==> src/rtl/inst_cache.sv <==
// Direct-mapped, one-word-per-line instruction cache between the fetch unit
// and the memory controller's iCache port. Single outstanding miss, no hit-under-miss.
module inst_cache #(
  parameter int unsigned INDEX_BITS = 5
) (
  input  logic        clk_in,
  input  logic        rst_in,
  input  logic        rdy_in,
  input  logic        clear_in,
  input  logic        if2iCache_enable,
  input  logic [31:0] if2iCache_addr,
  output logic        iCache2if_ready,
  output logic        iCache2if_enable,
  output logic [31:0] iCache2if_inst,
  output logic        iCache2memCon_enable,
  output logic [31:0] iCache2memCon_address,
  input  logic        memCon2iCache_is_returning,
  input  logic        memCon2iCache_enable,
  input  logic [31:0] memCon2iCache_return
);

  localparam int unsigned LINES = 1 << INDEX_BITS;
  localparam int unsigned TAG_W = 32 - INDEX_BITS - 2;

  localparam logic [1:0] S_IDLE = 2'd0;
  localparam logic [1:0] S_REQ  = 2'd1;
  localparam logic [1:0] S_FILL = 2'd2;

  logic [1:0]             state_q, state_d;
  logic [29:0]            addr_q, addr_d;
  logic                   discard_q, discard_d;
  logic [LINES-1:0]       valid_q, valid_d;
  logic [TAG_W-1:0]       tag_q  [LINES];
  logic [31:0]            data_q [LINES];
  logic                   if_en_q, if_en_d;
  logic [31:0]            if_inst_q, if_inst_d;
  logic                   mem_en_q, mem_en_d;
  logic [31:0]            mem_addr_q, mem_addr_d;

  logic                   fill_we;
  logic                   hit;
  logic [INDEX_BITS-1:0]  req_idx, fill_idx;
  logic [TAG_W-1:0]       req_tag, fill_tag;

  assign req_idx  = if2iCache_addr[INDEX_BITS+1:2];
  assign req_tag  = if2iCache_addr[31:INDEX_BITS+2];
  assign fill_idx = addr_q[INDEX_BITS-1:0];
  assign fill_tag = addr_q[29:INDEX_BITS];
  assign hit      = valid_q[req_idx] && (tag_q[req_idx] == req_tag);

  always_comb begin
    state_d    = state_q;
    addr_d     = addr_q;
    discard_d  = discard_q;
    valid_d    = valid_q;
    if_en_d    = 1'b0;
    if_inst_d  = if_inst_q;
    mem_en_d   = mem_en_q;
    mem_addr_d = mem_addr_q;
    fill_we    = 1'b0;
    case (state_q)
      S_IDLE: begin
        if (if2iCache_enable && !clear_in) begin
          addr_d = if2iCache_addr[31:2];
          if (hit) begin
            if_en_d   = 1'b1;
            if_inst_d = data_q[req_idx];
          end else begin
            mem_en_d   = 1'b1;
            mem_addr_d = if2iCache_addr & ~32'h3;
            state_d    = S_REQ;
          end
        end
      end
      S_REQ, S_FILL: begin
        if (clear_in) discard_d = 1'b1;
        // A data pulse in REQ (no prior warning) completes the fill the same way.
        if (memCon2iCache_enable) begin
          fill_we           = 1'b1;
          valid_d[fill_idx] = 1'b1;
          mem_en_d          = 1'b0;
          if (!discard_q && !clear_in) begin
            if_en_d   = 1'b1;
            if_inst_d = memCon2iCache_return;
          end
          discard_d = 1'b0;
          state_d   = S_IDLE;
        end else if (state_q == S_REQ && memCon2iCache_is_returning) begin
          mem_en_d = 1'b0;
          state_d  = S_FILL;
        end
      end
      default: state_d = S_IDLE;
    endcase
  end

  always_ff @(posedge clk_in or negedge rst_in) begin
    if (!rst_in) begin
      state_q    <= S_IDLE;
      addr_q     <= '0;
      discard_q  <= 1'b0;
      valid_q    <= '0;
      if_en_q    <= 1'b0;
      if_inst_q  <= '0;
      mem_en_q   <= 1'b0;
      mem_addr_q <= '0;
    end else if (rdy_in) begin
      state_q    <= state_d;
      addr_q     <= addr_d;
      discard_q  <= discard_d;
      valid_q    <= valid_d;
      if_en_q    <= if_en_d;
      if_inst_q  <= if_inst_d;
      mem_en_q   <= mem_en_d;
      mem_addr_q <= mem_addr_d;
    end
  end

  // Tag/data need no reset: a line is only ever read behind its valid bit.
  always_ff @(posedge clk_in) begin
    if (rdy_in && fill_we) begin
      tag_q[fill_idx]  <= fill_tag;
      data_q[fill_idx] <= memCon2iCache_return;
    end
  end

  assign iCache2if_ready       = (state_q == S_IDLE);
  assign iCache2if_enable      = if_en_q;
  assign iCache2if_inst        = if_inst_q;
  assign iCache2memCon_enable  = mem_en_q;
  assign iCache2memCon_address = mem_addr_q;

endmodule
==> config.mk <==
export PLATFORM = sky130hd
export DESIGN_NAME = inst_cache
export DESIGN_NICKNAME = d
export VERILOG_FILES = /design/src/rtl/inst_cache.sv
export SDC_FILE = /design/constraint.sdc
export NUM_CORES = 2
export LEC_CHECK = 0
export CORE_MARGIN = 5
export CORE_UTILIZATION = 50
export DETAILED_ROUTE_END_ITERATION = 16
export GPL_TIMING_DRIVEN = 0
export HOLD_SLACK_MARGIN = 0.1
export PLACE_DENSITY = 0.75
export SYNTH_ARGS = -nofsm -noshare
export SYNTH_HDL_FRONTEND = slang
export SYNTH_SLANG_ARGS = --single-unit
==> constraint.sdc <==
create_clock -name clk_in -period 5.4 [get_ports clk_in]
set_input_delay 1.62 -clock clk_in [delete_from_list [all_inputs] [get_ports clk_in]]
set_output_delay 1.62 -clock clk_in [all_outputs]
set_load 0.02 [all_outputs]
======== Word-level counts from Yosys, hierarchy flattened ========
Memories as Yosys holds them, arrays and structs flattened.
Index checks and enable logic that the tools add are counted.
storage, ports and cells
  register bits after elaboration ......... 129
  RAM bits ................................ 1824
  bits of input ports ..................... 71
  output and inout bits ................... 67
  logic and storage cells ................. 73
  memories ................................ 2
memory list
  name    depth  bits a word  rd ports  clocked after memory_dff  write ports  RTL line  text
  data_q  32     32           1         0                         1            34        logic [31:0] data_q [LINES];
  tag_q   32     25           1         0                         1            33        logic [TAG_W-1:0] tag_q [LINES];
operators by class
  order comparisons ....................... 3
  eq/ne operators ......................... 9
  multiplexer cells ....................... 30
  bitwise gates (word level) .............. 2
  reduce and logical (&&, ||, !) cells .... 19
operators by type and width
  kind                                                                count
  2-to-1 mux 32 bit                                                   4
  one-hot mux 32 bit (2 select lines)                                 1
  bitwise OR 32 bit                                                   1
  equality test 25 bit                                                1
  2-to-1 mux 1 bit                                                    16
  < comparator 5 x 6 -> 1 bit (second input constant)                 2
  AND reduction 3 bit                                                 3
  2-to-1 mux 2 bit                                                    4
  AND reduction 4 bit                                                 2
  logical AND 1 bit                                                   6
  inequality test 2 bit (second input constant)                       3
  AND reduction 6 bit                                                 1
  binary-select mux 1 bit (select 5 bit)                              1
  demux 1 bit (select 5 bit)                                          1
  greater-or-equal comparator 5 x 1 -> 1 bit (second input constant)  1
  AND reduction 5 bit                                                 1
  inequality test 2 x 1 -> 1 bit (second input constant)              2
  one-hot mux 1 bit (2 select lines)                                  2
  one-hot mux 2 bit (2 select lines)                                  1
  nonzero test 2 bit                                                  2
  inequality test 3 bit (second input constant)                       1
  equality test 2 x 1 -> 1 bit (second input constant)                1
  equality test 2 bit (second input constant)                         1
  zero test 1 bit                                                     2
  3 further kinds                                                     3

======== Logic depth before layout (Yosys ltp) ========
  word-level depth ........................ 6
  mapped depth ............................ 17
  depth with buffers taken out ............ 10

======== Least setup slack after synthesis ========
No wires, ideal clock.
  path kind ............................... input to register
  from .................................... in rdy_in
  to ...................................... mem data_q[12][0], enable pin
  setup time .............................. 0.473 ns
  arrival time ............................ 4.880 ns
  required time ........................... 4.927 ns
  path slack .............................. 0.047 ns
  stages .................................. 5
  path buffers ............................ 2
  path through ............................ clkbuf_1 -> nand3_1 -> or3_1 -> clkbuf_1 -> nor2_1
between the ends
  cells in the longest elaborated chain, start to end .. 3
RTL lines
  what                                    RTL line  text
  from (decl)                             8         input logic rdy_in,
  logical AND 1 bit                       121       if (rdy_in && fill_we) begin
  2-to-1 mux 1 bit                        121
  2-to-1 mux 1 bit (not written as such)  123       data_q[fill_idx] <= memCon2iCache_return;
  to (decl)                               34
No other way between the ends.

======== Worst setup path in the final report ========
  from .................................... in if2iCache_addr[3]
  to ...................................... reg if_inst_q[23] (netlist: iCache2if_inst[23])
between the ends
  cells in the longest elaborated chain, start to end .. 5
  elaborated cells between the ends (all ways) .. 11
  those cells by class .................... 2 x eq/ne; 5 x mux; 2 x reduce/logical; 2 x memory
RTL lines
  what                                                                                   RTL line  text
  from (decl)                                                                            11        input logic [31:0] if2iCache_addr,
  memory (32 x 25 bit) / binary-select mux 1 bit (select 5 bit) (equally long branches)  n/a
  equality test 25 bit / 2-to-1 mux 1 bit (equally long branches)                        49        assign hit = valid_q[req_idx] && (tag_q[req_idx] == req_tag);
  logical AND 1 bit                                                                      49
  inequality test 2 x 1 -> 1 bit (no line)                                               n/a
  AND reduction 6 bit (no line)                                                          n/a
  to (signal assigned)                                                                   113       if_inst_q <= if_inst_d;
  to (decl)                                                                              36        logic [31:0] if_inst_q, if_inst_d;
Parallel ways exist; a longest one is shown, timed or not. The select of a mux whose other input is x is not followed.
A chain may end at the register's enable or synchronous reset.

==> out/summary.txt <==
largest delay contributor family on the critical path = buffers and inverters
Max stage delay on crit path = 0.49 ns
power per cell area = 415.7 nW/um^2
Clock Latency Late Sink = 0.82 ns
row count = 142
Min Clock Period, post-route = 5.449 ns
Syn Area/Cell = 21.31 sq um
io pins = 138
CP Max Fanout = 10
CP arrival = 6.13 ns
width of the die = 398.2 um
via count = 40.11k
drt drc = 0
failing checks = negative setup slack
status = complete, but fails checks
Final Wtd Congestion = 0.8254
Hold WS = 0.4646 ns
Area Overhead vs Synth = 17.03%
vias in the first global route = 40.69k
Seq/Total Area, Yosys = 76.98%
die area = 158600 sq um
crit share post-route = 100.9%
fin util = 58.87%
RSZ-0062 raised after global routing = true
CTS tree = built
CTS root buffer = clkbuf_16
cells along the critical path = buf_4 -> buf_2 -> buf_4 -> buf_2 -> buf_4 -> buf_2 -> clkbuf_2 -> buf_2 -> mux4_2 -> mux4_2 -> mux2i_1 -> o21ai_0 -> mux2_1
clock buffer count from CTS = 187
H-tree depth = 4
Worst Setup SP = if2iCache_addr[3]
Synth warnings = 0
Max-slew headroom = 6.976%
Worst Setup End Kind = flip-flop
routed length per instance = 34.84 um
final worst slack = -0.04880 ns
Critical Path RT = 6.08 ns
Die H = 398.2 um
pre-CTS WS = -1.941 ns
Sink Count = 1953
CP dominant cell by count = buf_2
RR Startpoint = state_q[0]
initial antenna violation count = 7
gr usage total = 26.95%
Peak Freq = 183.5 MHz
Final Skew = 0.04931 ns
Worst Hold Class = flip-flop to flip-flop
crit path buf inv count = 8
Lkg Pwr = 29.18 nW
R2R setup slack = 1.34 ns
Starting Density = 50.31%
number of cells on the critical path = 13
largest net degree at the start of global routing = 67
final count of pins violating max slew = 0
clock buffer depth = 3
R2R Path End = tag_q[0][6]
share of cells above drive strength 1 = 25.70%
Worst Tran Pin Value = 1.395 ns
Detailed Place HPWL = 128100 um
CORE AREA = 149800 sq um
first-pass GRT wire length = 300900 um
# setup viols final = 5
Synth Register Bits = 1953
drt total wl = 213800 um
drt pass-1 iters = 7
Fin. Hold Viols = 0
Synth Cell Area = 75350 sq um
asr flop ratio synth = 6.605%
# fillers = 10.13k
crit path launch type = primary input
count of buffers from port buffering = 128
maximum vdd drop = 418.0 uV
slowest CP cell = buf_2
post-DR vias/cell = 6.536
Post-synth EDFFs = 1824
maxcap violations = 0
Routed Antenna Nets = 0
Syn Inst Count = 3535
Clock transition at path regs = 0.06 ns
Yosys cell types = 50
FF-to-FF path depth = 9
Critical Path Sink = iCache2if_inst[23]
total global routing overflow = 0
Design Power = 0.03666 W
nets@finish = 4029
# hold bufs at CTS = 0
critical path class = primary input to flip-flop
Iter 0 DRT Violations = 6332
prevailing post-synth register cell = edfxtp_1
[stage by stage]
step	setup TNS [ns]	cell area, sq um	instances
floorplan	0	75350	3536
global placement	-8461.37	79150	5680
detailed placement	-111.16	81720	5783
CTS	0	88140	6131
global route	-0.07834	88170	6133
finish	-0.1220	88180	6137
[how the worst min path moves through the flow]
stage,endpoint,start,slack (ns),cells past startpoint
after floorplan,valid_q[12],valid_q[12],0.43,1
after global routing,valid_q[3],valid_q[3],0.48,1
after detailed placement,valid_q[30],valid_q[30],0.45,1
final,valid_q[30],valid_q[30],0.46,1
after global placement,valid_q[12],valid_q[12],0.45,1
after CTS,valid_q[30],valid_q[30],0.46,1
[state kept, by name, summed over array words and instances, names as in the netlist]
name	count
data_q	1024
tag_q	800
iCache2if_inst	32
valid_q	32
addr_q	30
iCache2memCon_address	30
state_q	2
discard_q	1
iCache2if_enable	1
iCache2memCon_enable	1
[what timing repair did]
action	CTS	global route
endpoints found under the setup margin	65	31
buffers inserted	0	2
resized for setup	170	11
pin swaps	1	0
gates cloned	0	0
[area by class of cell]
type | instances | area (sq um) | share of cell area (%)
tap | 2016 | 2522 | 2.861
clock buffer | 263 | 5250 | 5.954
antenna | 4 | 10.01 | 0.01135
clock inverter | 88 | 977.2 | 1.108
inverter | 7 | 26.28 | 0.02980
sequential | 1953 | 58000 | 65.78
timing repair buffer | 233 | 3626 | 4.112
buffer | 191 | 1091 | 1.237
multi-input combinational | 1382 | 16670 | 18.91
[layout by cell type (no fill, tap or decap), types with 10 or more instances in the layout]
cell	n
bufinv_16	16
nor2_1	21
buf_12	68
xnor2_1	20
clkbuf_4	15
mux2_2	81
buf_4	42
and2_1	10
a21oi_1	59
clkbuf_2	20
clkinv_2	22
nand4_1	14
buf_16	35
clkbuf_8	20
clkbuf_1	93
a22oi_1	129
mux4_2	380
clkdlybuf4s50_1	127
edfxtp_1	1824
o22ai_1	12
dfrtp_1	129
mux2_1	31
mux2i_1	324
o21ai_0	42
nand3_1	33
clkinv_1	29
nand2_1	80
clkbuf_16	191
or2_2	33
nor4_1	12
nor2_4	33
buf_2	60
nor2b_1	11
[kinds of logic (layout without fill, tap and decap cells)]
family	count (synthesis)	after routing	share of synthesized area (%)
AOI/OAI and AO/OA	265	265	2.295
xor gates and xnor gates	24	24	0.2790
adders and majority gates	3	3	0.04982
buffers and inverters	201	782	1.249
DFF	1953	1953	76.98
muxes	816	816	17.34
other	1	6	0.004977
and+or+nand+nor	272	272	1.807
[routing by layer]
metal	GRT usage [%]	up-vias	part of all wire, %
li1	-	15490	-
met2	43.38	3295	48
met3	7.327	676	13
met1	34.71	20650	34
met4	12.08	6	5.5
met5	0	-	0.021
[cells in the mapped netlist, drive strengths merged (2+ instances only)]
library cell / number / share of area, %
edfxtp: 1824 / 73
mux4: 380 / 11
mux2i: 324 / 4.3
a22oi: 129 / 1.3
dfrtp: 129 / 4.3
buf: 121 / 0.85
mux2: 112 / 1.7
nand2: 81 / 0.40
clkbuf: 73 / 0.36
a21oi: 59 / 0.39
nor2: 56 / 0.29
o21ai: 42 / 0.28
or2: 34 / 0.28
nand3: 33 / 0.22
xnor2: 21 / 0.24
nand4: 14 / 0.12
nor4: 12 / 0.10
o22ai: 12 / 0.10
nor2b: 11 / 0.091
and2: 10 / 0.083
a211oi: 7 / 0.070
inv: 6 / 0.030
nand2b: 6 / 0.050
a31oi: 5 / 0.042
ha: 3 / 0.050
nand3b: 3 / 0.030
nor4b: 3 / 0.055
or3: 3 / 0.025
xor2: 3 / 0.035
and3: 2 / 0.017
o2111ai: 2 / 0.023
o21a: 2 / 0.030
o221ai: 2 / 0.023
o31ai: 2 / 0.020
[power by group]
part | leakage, nW | internal (W) | switching (W)
logic | 8.12 | 0.00161 | 0.00251
clock network | 3.02 | 0.00758 | 0.00570
registers | 18.0 | 0.0182 | 0.00105
total | 29.2 | 0.0274 | 0.00925
No activity file was read; power rests on OpenSTA's default activity.
